File: config.mk
export PLATFORM = sky130hd
export DESIGN_NAME = tlb_op_seq
export DESIGN_NICKNAME = d
export VERILOG_FILES = /design/src/rtl/tlb_op_seq_pkg.sv /design/src/rtl/tlb_search_arb.sv /design/src/rtl/tlb_op_seq.sv
export SDC_FILE = /design/constraint.sdc
export NUM_CORES = 1
export LEC_CHECK = 0
export BUFFER_PORTS_ARGS = -buffer_cell sky130_fd_sc_hd__buf_2
export CORE_MARGIN = 10
export CORE_UTILIZATION = 51
export DETAILED_ROUTE_END_ITERATION = 6
export PLACE_DENSITY = 0.81
export SKIP_CTS_REPAIR_TIMING = 1
export SLEW_MARGIN = 5
export SYNTH_ARGS = -nofsm -noshare
export SYNTH_HDL_FRONTEND = slang
export SYNTH_SLANG_ARGS = --single-unit
File: constraint.sdc
create_clock -name clk -period 3.55 [get_ports clk]
set_input_delay 0.1775 -clock clk [delete_from_list [all_inputs] [get_ports clk]]
set_output_delay 0.1775 -clock clk [all_outputs]
set_load 0.02 [all_outputs]
File: src/rtl/tlb_op_seq_pkg.sv
// Shared definitions for the TLB maintenance sequencer: op codes and FSM states.
package tlb_op_seq_pkg;

  localparam logic [1:0] TLBOP_P  = 2'd0;
  localparam logic [1:0] TLBOP_R  = 2'd1;
  localparam logic [1:0] TLBOP_WI = 2'd2;
  localparam logic [1:0] TLBOP_WR = 2'd3;

  localparam int STARVE_W = 4;

  typedef enum logic [2:0] {
    IDLE    = 3'd0,
    SRCH    = 3'd1,
    PCOMMIT = 3'd2,
    RD      = 3'd3,
    RCOMMIT = 3'd4,
    WR      = 3'd5,
    RFQ     = 3'd6
  } tlb_state_t;

endpackage

File: src/rtl/tlb_search_arb.sv
// Search-port arbiter: MEM normally owns the port; TLBP takes it when MEM is idle
// or after being denied STARVE_MAX-1 consecutive cycles.
module tlb_search_arb
  import tlb_op_seq_pkg::*;
#(
  parameter int STARVE_MAX = 4
) (
  input  logic clk,
  input  logic reset,
  input  logic start,
  input  logic active,
  input  logic mem_s_req,
  output logic grant,
  output logic s_own,
  output logic mem_s_stall
);

  localparam logic [STARVE_W-1:0] CNT_LAST = STARVE_W'(STARVE_MAX - 1);
  localparam logic [STARVE_W-1:0] CNT_SAT  = '1;

  logic [STARVE_W-1:0] starve_cnt;

  assign grant       = active & (~mem_s_req | (starve_cnt == CNT_LAST));
  assign s_own       = grant;
  assign mem_s_stall = grant & mem_s_req;

  always_ff @(posedge clk) begin
    if (reset) begin
      starve_cnt <= '0;
    end else if (start || grant) begin
      starve_cnt <= '0;
    end else if (active && (starve_cnt != CNT_SAT)) begin
      starve_cnt <= starve_cnt + STARVE_W'(1);
    end
  end

endmodule

File: src/rtl/tlb_op_seq.sv
// Multi-cycle sequencer for TLBP/TLBR/TLBWI/TLBWR committed in WB.
// state   | meaning
// IDLE    | waiting for a committed TLB op
// SRCH    | TLBP waiting for the search port
// PCOMMIT | TLBP result handed to cp0 Index
// RD      | TLBR waiting on registered TLB read data
// RCOMMIT | TLBR data handed to cp0
// WR      | TLB write strobe issued
// RFQ     | refetch requested, waiting for pre-IF ack
module tlb_op_seq
  import tlb_op_seq_pkg::*;
#(
  parameter int TLBNUM       = 16,
  parameter int TLBNUM_WIDTH = $clog2(TLBNUM),
  parameter int STARVE_MAX   = 4
) (
  input  logic                    clk,
  input  logic                    reset,
  input  logic                    op_valid,
  input  logic [1:0]              op_code,
  input  logic                    flush,
  output logic                    op_ready,
  output logic                    busy,
  output logic                    op_done,
  input  logic                    mem_s_req,
  output logic                    mem_s_stall,
  output logic                    s_own,
  input  logic                    s_found,
  input  logic [TLBNUM_WIDTH-1:0] s_index,
  output logic                    cp0_tlbp,
  output logic [TLBNUM_WIDTH:0]   cp0_tlbp_result,
  output logic                    cp0_tlbr,
  output logic                    tlb_we,
  output logic                    tlb_wr_random,
  output logic                    refetch_req,
  input  logic                    refetch_ack
);

  tlb_state_t state;
  logic       accept;
  logic       grant;

  assign accept   = (state == IDLE) & op_valid & ~flush;
  assign op_ready = (state == IDLE);
  assign busy     = (state != IDLE);
  // TLBP finishes in PCOMMIT; everything else finishes on the refetch handshake.
  assign op_done  = cp0_tlbp | (refetch_req & refetch_ack);

  tlb_search_arb #(.STARVE_MAX(STARVE_MAX)) u_arb (
    .clk        (clk),
    .reset      (reset),
    .start      (accept && (op_code == TLBOP_P)),
    .active     (state == SRCH),
    .mem_s_req  (mem_s_req),
    .grant      (grant),
    .s_own      (s_own),
    .mem_s_stall(mem_s_stall)
  );

  always_ff @(posedge clk) begin
    if (reset) begin
      state           <= IDLE;
      cp0_tlbp        <= 1'b0;
      cp0_tlbr        <= 1'b0;
      tlb_we          <= 1'b0;
      tlb_wr_random   <= 1'b0;
      refetch_req     <= 1'b0;
      cp0_tlbp_result <= '0;
    end else begin
      cp0_tlbp      <= 1'b0;
      cp0_tlbr      <= 1'b0;
      tlb_we        <= 1'b0;
      tlb_wr_random <= 1'b0;
      case (state)
        IDLE: begin
          if (accept) begin
            case (op_code)
              TLBOP_P: state <= SRCH;
              TLBOP_R: state <= RD;
              default: begin
                state         <= WR;
                tlb_we        <= 1'b1;
                tlb_wr_random <= (op_code == TLBOP_WR);
              end
            endcase
          end
        end
        SRCH: begin
          if (grant) begin
            cp0_tlbp_result <= {~s_found, s_index};
            cp0_tlbp        <= 1'b1;
            state           <= PCOMMIT;
          end
        end
        PCOMMIT: state <= IDLE;
        RD: begin
          cp0_tlbr <= 1'b1;
          state    <= RCOMMIT;
        end
        RCOMMIT, WR: begin
          refetch_req <= 1'b1;
          state       <= RFQ;
        end
        RFQ: begin
          if (refetch_ack) begin
            refetch_req <= 1'b0;
            state       <= IDLE;
          end
        end
        default: state <= IDLE;
      endcase
    end
  end

endmodule
==> key figures, run 1 <==
Status
  • Status: finished, final reports clean

Timing
  • Final slew viol count: 0
  • Final period util: 66.44%
  • Slew headroom: 63.63%
  • Setup TNS: 0 ns
  • Slew @ Worst Pin: 0.5443 ns
  • Worst hold slack: 0.05381 ns
  • Fmax: 424.0 MHz
  • Final critical-path setup slack: 1.192 ns
  • Final hold vios: 0
  • Fin crit period: 2.358 ns
  • Final Skew: 0.0008276 ns
  • RSZ-0062 raised after global routing: no
  • Final Setup Violations: 0

Setup path
  • Worst r2r path cells: 5
  • Crit path cell chain: ha_1 > or3b_4 > a21boi_2 > and2_1 > buf_2
  • Worst r2r dst: cp0_tlbp_result[1]$_SDFFE_PP0P_
  • Worst setup EP type: output pin
  • Crit-path max cell delay: 0.45 ns
  • Crit. Startpoint: u_arb.starve_cnt[0]$_SDFFE_PP0P_
  • Startpoint Class: flip-flop
  • Critical Path Fanout Max: 10
  • Critical Path Slowest Stage Cell: a21boi_2
  • Worst EP arrival: 2.18 ns
  • Reg-to-Reg Start: u_arb.starve_cnt[0]$_SDFFE_PP0P_
  • Required time of the critical path: 3.37 ns
  • R2R Setup Slk: 1.62 ns
  • Critical setup path kind: flip-flop to output pin

Synth
  • Gate Count Post-Synth: 83
  • Area contributors post-synth: dfxtp_1 43%, mux2i_1 5.0%, buf_6 4.2%
  • Synth unique cells: 35
  • Yosys warning total: 0
  • Synthesized area: 797.0 um2
  • Syn nets: 97
  • Sequential fraction of the synthesis area: 42.70%
  • Yosys top cell area share: 42.70%
  • Post-synthesis register bit count: 17
  • Post-synth top area cell: dfxtp_1
  • Synthesized area per cell: 9.603 um2

Power
  • Overall Power: 0.3791 mW
  • Leakage: 0.4204 nW
  • Power density cells: 406.1 nW/um2
  • Worst IR Drop VDD: 0.0002637 V

Layout
  • Share of cells above drive strength 1: 33.94%
  • Ant diodes: 0
  • Final instance count without filler cells: 125
  • Area Growth Syn to Fin: 17.11%
  • Nets: 124

Clocking
  • CTS tree: built
  • CTS sink count: 17
  • Htree depth: 1
  • Clock Tree Buf Depth: 2
  • Skew-Pair Late Insertion Delay: 0.30 ns
  • Clock Tree Root: clkbuf_4
  • Clock transition at the registers of the reported paths: 0.10 ns
  • Num CTS Buffers: 3

Placed design
  • Placed Instances: 121
  • Pre-CTS setup slack: 1.540 ns
  • Port bufs: 27
  • Placer congestion estimate: 0.7684
  • Post-detail-place hpwl: 1312 um

Global route
  • Vias in the first global route: 686
  • GRT Total Usage: 10.49%
  • First-pass GRT wire length: 2932 um
  • Largest net degree at the start of global routing: 13
  • Gr ovfl total: 0
  • Initial antenna violation count: 0

Floorplan
  • # IOs: 28
  • Initial Util: 53.53%
  • Die Area: 3544 um2
  • Die Wd: 59.53 um
  • Core Region: 1489 um2
  • Height of the die: 59.53 um
  • Std-Cell Rows: 14

Drt
  • Initial DRC count: 12
  • 1st-pass router iterations: 5
  • Total number of vias: 680
  • Drc violations: 0
  • Wirelength, routed: 1738 um
  • Vias per cell: 5.440
  • WL/cell: 13.90 um
  • DRT antenna net count: 0

Min path
  • Hold endpoint: cp0_tlbp_result[4]$_SDFFE_PP0P_
  • Hold path start: s_found
  • Min-delay worst type: input pin to flip-flop
  • Cell depth of the worst hold path: 2

Run
  • Maxcap violations: 0
-- cell usage in the layout (no fill, tap or decap), drive strengths merged, types with 2 or more instances in the layout --
cell type	synthesis	final
inv	2	2
nor2b	3	3
a21oi	4	4
and2	2	2
o21ai	2	2
nor3b	2	2
nand3	2	2
nor3	4	4
a211oi	3	3
mux2i	4	4
buf	5	27
nor2	8	8
dfxtp	17	17
nand2	7	7
clkbuf	0	4
nand2b	3	3
-- state kept, by name, summed over array words and instances (netlist names) --
signal / flops
u_arb.starve_cnt: 4
state: 3
tlb_wr_random: 1
tlb_we: 1
cp0_tlbp: 1
cp0_tlbp_result: 5
refetch_req: 1
cp0_tlbr: 1
-- layout make-up --
| type | instances | area (um2) |
|---|---|---|
| flip-flops and latches | 17 | 340.3 |
| repair buffers | 27 | 135.1 |
| inverters | 2 | 7.507 |
| clock buffers | 4 | 26.28 |
| well taps | 16 | 20.02 |
| multi-input cells | 59 | 404.1 |
| fillers | 131 | 555.5 |
-- where the power goes --
| part | internal (mW) | total (mW) | switching (mW) | leakage (nW) |
|---|---|---|---|---|
| logic | 0.0282 | 0.0655 | 0.0373 | 0.268 |
| clock network | 0.0438 | 0.106 | 0.0619 | 0.0150 |
| registers | 0.198 | 0.208 | 0.00970 | 0.138 |
-- per-layer routing --
layer	part of all wire [%]	GRT usage, %	up-vias
li1	-	-	346
met1	44	11.69	303
met2	41	15.45	26
met3	12	5.579	5
met4	2.3	6.090	0
met5	0	0	-
-- critical path: cells and delay by family, from the launching register on --
family / cells / cell delay, ns
simple gates: 2 / 0.63
compound gates: 1 / 0.45
flops: 1 / 0.39
fa+ha+maj: 1 / 0.25
buf+inv: 1 / 0.16
-- synth_stat cells (all sizes together) --
| cell type | instances |
|---|---|
| a211o | 1 |
| a211oi | 3 |
| a21boi | 1 |
| a21o | 1 |
| a21oi | 4 |
| a221oi | 1 |
| a31oi | 1 |
| and2 | 2 |
| and3 | 1 |
| and4b | 1 |
| buf | 5 |
| dfxtp | 17 |
| ha | 1 |
| inv | 2 |
| mux2i | 4 |
| nand2 | 7 |
| nand2b | 3 |
| nand3 | 2 |
| nand3b | 1 |
| nand4 | 1 |
| nor2 | 8 |
| nor2b | 3 |
| nor3 | 4 |
| nor3b | 2 |
| nor4 | 1 |
| o21ai | 2 |
| o21bai | 1 |
| or3 | 1 |
| or3b | 1 |
| xor2 | 1 |
-- how the worst max path moves through the flow --
stage | endpoint | slack, ns | depth (start not counted)
2_1_floorplan | mem_s_stall | 1.86 | 5
3_3_place_gp | mem_s_stall | 1.63 | 5
3_5_place_dp | mem_s_stall | 1.54 | 5
4_1_cts | mem_s_stall | 1.19 | 5
5_1_grt | mem_s_stall | 1.05 | 5
6_report | mem_s_stall | 1.19 | 5
-- logic make-up (layout without fill, tap and decap cells) --
family                     after synthesis  after routing  synth area share, %
buffers and inverters                    7             33                6.593
muxes                                    4              4                5.024
DFF                                     17             17                42.70
AOI/OAI and AO/OA                       15             15                15.23
xor gates and xnor gates                 1              1                1.099
and+or+nand+nor                         38             38                27.79
adders and majority gates                1              1                1.570
-- per-stage QoR --
step,cell area (um2),util [%]
after floorplan,797.0,-
after global placement,907.1,60.92
after detailed placement,907.1,60.92
after CTS,933.4,62.69
after global routing,933.4,62.69
final,933.4,62.69
Power figures use the tool's default switching activity.
==> run 2, diff against run 1 <==
Settings changed: CORE_UTILIZATION 51 to 42, PLACE_DENSITY 0.81 to 0.72.
Clock period 3.55 ns to 1.92 ns, I/O delays scaled along.
==> run 2 against run 1 <==
  * Cell area rose by 5.9%
  * First-iteration DRC count fell by 33%
  * Via count rose by 3.2%
  * Global-route usage fell by 2.0 points
  * Sequential power rose by 84%
  * Sequential share of layout area fell by 1.8 points
  * Largest power group unchanged
==> key figures, run 2 (same netlist as run 1, synthesis figures left out) <==
Setup path
  • Reg-to-Reg Start: u_arb.starve_cnt[0]$_SDFFE_PP0P_ (unchanged)
  • Crit. Startpoint: u_arb.starve_cnt[0]$_SDFFE_PP0P_ (unchanged)
  • Critical setup path kind: flip-flop to output pin (unchanged)
  • Worst EP arrival: 1.81 ns (was 2.18 ns)
  • Startpoint Class: flip-flop (unchanged)
  • Worst r2r dst: cp0_tlbp_result[3]$_SDFFE_PP0P_ (was cp0_tlbp_result[1]$_SDFFE_PP0P_)
  • R2R Setup Slk: 0.23 ns (was 1.62 ns)
  • Worst r2r path cells: 6 (was 5)
  • Worst setup EP type: output pin (unchanged)
  • Worst setup path endpoint: mem_s_stall (unchanged)
  • Required time of the critical path: 1.82 ns (was 3.37 ns)
  • Critical Path Fanout Max: 5 (was 10)

Layout
  • Nets: 127 (was 124)
  • Top Registers: cp0_tlbp_result: 5 flops, u_arb.starve_cnt: 4 flops, state: 3 flops (unchanged)
  • Commonest non-fill, non-tap cell in the layout: buf_2 (unchanged)
  • Commonest cells after routing, fill and taps aside: 26 x buf_2, 15 x dfxtp_1, 8 x nor2_1 (was 27 x buf_2, 17 x dfxtp_1, 8 x nor2_1)
  • Final instance count without filler cells: 137 (was 125)
  • Final Cell Area: 988.4 um2 (was 933.4 um2)
  • Max reg flops: 5 (unchanged)
  • Ant diodes: 0 (unchanged)
  • Largest register by flop count: cp0_tlbp_result (unchanged)
  • Area Growth Syn to Fin: 24.02% (was 17.11%)
  • Share of cells above drive strength 1: 37.50% (was 33.94%)

Floorplan
  • Die Area: 4040 um2 (was 3544 um2)
  • Std-Cell Rows: 15 (was 14)
  • Core Region: 1764 um2 (was 1489 um2)
  • Height of the die: 63.56 um (was 59.53 um)
  • # IOs: 28 (unchanged)
  • Initial Util: 45.18% (was 53.53%)
  • Die Wd: 63.56 um (was 59.53 um)

Power
  • Power density cells: 712.2 nW/um2 (was 406.1 nW/um2)
  • Net switching power: 0.1980 mW (was 0.1089 mW)
  • Clk pwr share: 27.1% (was 27.9%)
  • Comb power frac: 18.7% (was 17.3%)
  • Worst IR Drop VDD: 0.0003970 V (was 0.0002637 V)
  • Flop pwr share: 54.2% (was 54.8%)
  • Switch share: 28.13% (was 28.74%)
  • Overall Power: 0.7040 mW (was 0.3791 mW)
  • P_int: 0.5059 mW (was 0.2701 mW)
  • Leakage: 0.4351 nW (was 0.4204 nW)

Drt
  • DRT antenna net count: 0 (unchanged)
  • Initial DRC count: 8 (was 12)
  • 1st-pass router iterations: 2 (was 5)
  • Vias per cell: 5.124 (was 5.440)
  • WL/cell: 13.60 um (was 13.90 um)
  • Total number of vias: 702 (was 680)
  • Wirelength, routed: 1863 um (was 1738 um)
  • Drc violations: 0 (unchanged)

Timing
  • Fmax: 524.9 MHz
  • Fin crit period: 1.905 ns
  • Final hold vios: 0 (unchanged)
  • Slew headroom: 68.03% (was 63.63%)
  • Final slew viol count: 0 (unchanged)
  • Final period util: 99.22%
  • Slew @ Worst Pin: 0.4786 ns (was 0.5443 ns)
  • Worst hold slack: 0.02781 ns (was 0.05381 ns)
  • Final critical-path setup slack: 0.01505 ns (was 1.192 ns)
  • Final Skew: 0.005198 ns (was 0.0008276 ns)
  • Final Setup Violations: 0 (unchanged)

Global route
  • Initial antenna violation count: 0 (unchanged)
  • GRT Total Usage: 8.514% (was 10.49%)
  • Vias in the first global route: 654 (was 686)
  • Largest net degree at the start of global routing: 13 (unchanged)
  • Gr ovfl total: 0 (unchanged)
  • First-pass GRT wire length: 2842 um (was 2932 um)

Clocking
  • Skew-Pair Late Insertion Delay: 0.29 ns (was 0.30 ns)
  • Num CTS Buffers: 3 (unchanged)
  • Htree depth: 1 (unchanged)
  • CTS sink count: 17 (unchanged)
  • CTS tree: built (unchanged)
  • Clock transition at the registers of the reported paths: 0.10 ns (about the same)
  • Clock Tree Buf Depth: 2 (unchanged)
  • Clock Tree Root: clkbuf_4 (unchanged)

Placed design
  • Area after DPL: 933.4 um2 (was 907.1 um2)
  • Post-detail-place hpwl: 1346 um (was 1312 um)
  • Placer congestion estimate: 0.7667 (was 0.7684)
  • Pre-CTS setup slack: 0.1769 ns (was 1.540 ns)
  • Placed Instances: 132 (was 121)
  • Port bufs: 27 (unchanged)

Run
  • Maxcap violations: 0 (unchanged)

Status
  • Status: finished, final reports clean (unchanged)

Min path
  • Min-delay worst type: input pin to flip-flop (unchanged)
==> run 2: changes by cell type in the layout (fill, tap and decap cells not counted), sizes merged <==
cell / before / now
buf: 27 / 29
dlygate4sd3: 0 / 1
==> run 2: how the worst min path moves through the flow <==
stage | startpoint | endpoint | slack (ns) | cells past startpoint
after floorplan | s_found | cp0_tlbp_result[4]$_SDFFE_PP0P_ | 0.19 | 1
after global placement | s_found | cp0_tlbp_result[4]$_SDFFE_PP0P_ | 0.28 | 2
after detailed placement | s_found | cp0_tlbp_result[4]$_SDFFE_PP0P_ | 0.30 | 2
after CTS | s_found | cp0_tlbp_result[4]$_SDFFE_PP0P_ | -0.01 | 2
after global routing | op_code[0] | tlb_wr_random$_SDFF_PP0_ | 0.02 | 2
final | op_code[0] | tlb_wr_random$_SDFF_PP0_ | 0.03 | 2
==> run 2: layer usage <==
metal  vias to the layer above  GRT usage (%)  part of all wire, %
li1                        353              -                    -
met1                       316          9.831                   45
met2                        26          12.69                   43
met3                         7          4.240                  8.3
met4                         0          4.098                  3.2
met5                         -              0                    0
==> run 2: layout make-up <==
type | instances | area [um2]
sequential | 17 | 342.8
timing repair buffer | 30 | 166.4
multi-input combinational | 59 | 414.1
clock buffer | 4 | 26.28
tap | 25 | 31.28
fill | 168 | 775.7
inverter | 2 | 7.507
==> run 2: worst max-delay path, stage by stage (launching register included) <==
cell,delay [ns]
dfxtp_2,0.36
ha_2,0.22
or3b_4,0.42
a21boi_4,0.18
and2_1,0.17
buf_2,0.17
==> run 2: through the flow <==
step | setup TNS [ns] | util [%]
6_report | 0 | 56.03
3_5_place_dp | 0 | 52.91
3_3_place_gp | 0 | 52.91
2_1_floorplan | 0 | -
4_1_cts | -0.07683 | 54.40
5_1_grt | -0.07914 | 56.03
==> run 2: power by group through the flow <==
stage / logic, mW / clock network [mW] / registers [mW]
global route: 0.146 / 0.211 / 0.384
detailed placement: 0.128 / 0 / 0.390
finish: 0.132 / 0.190 / 0.382
floorplan: 0.0916 / 0 / 0.389
global placement: 0.127 / 0 / 0.389
CTS: 0.129 / 0.198 / 0.381
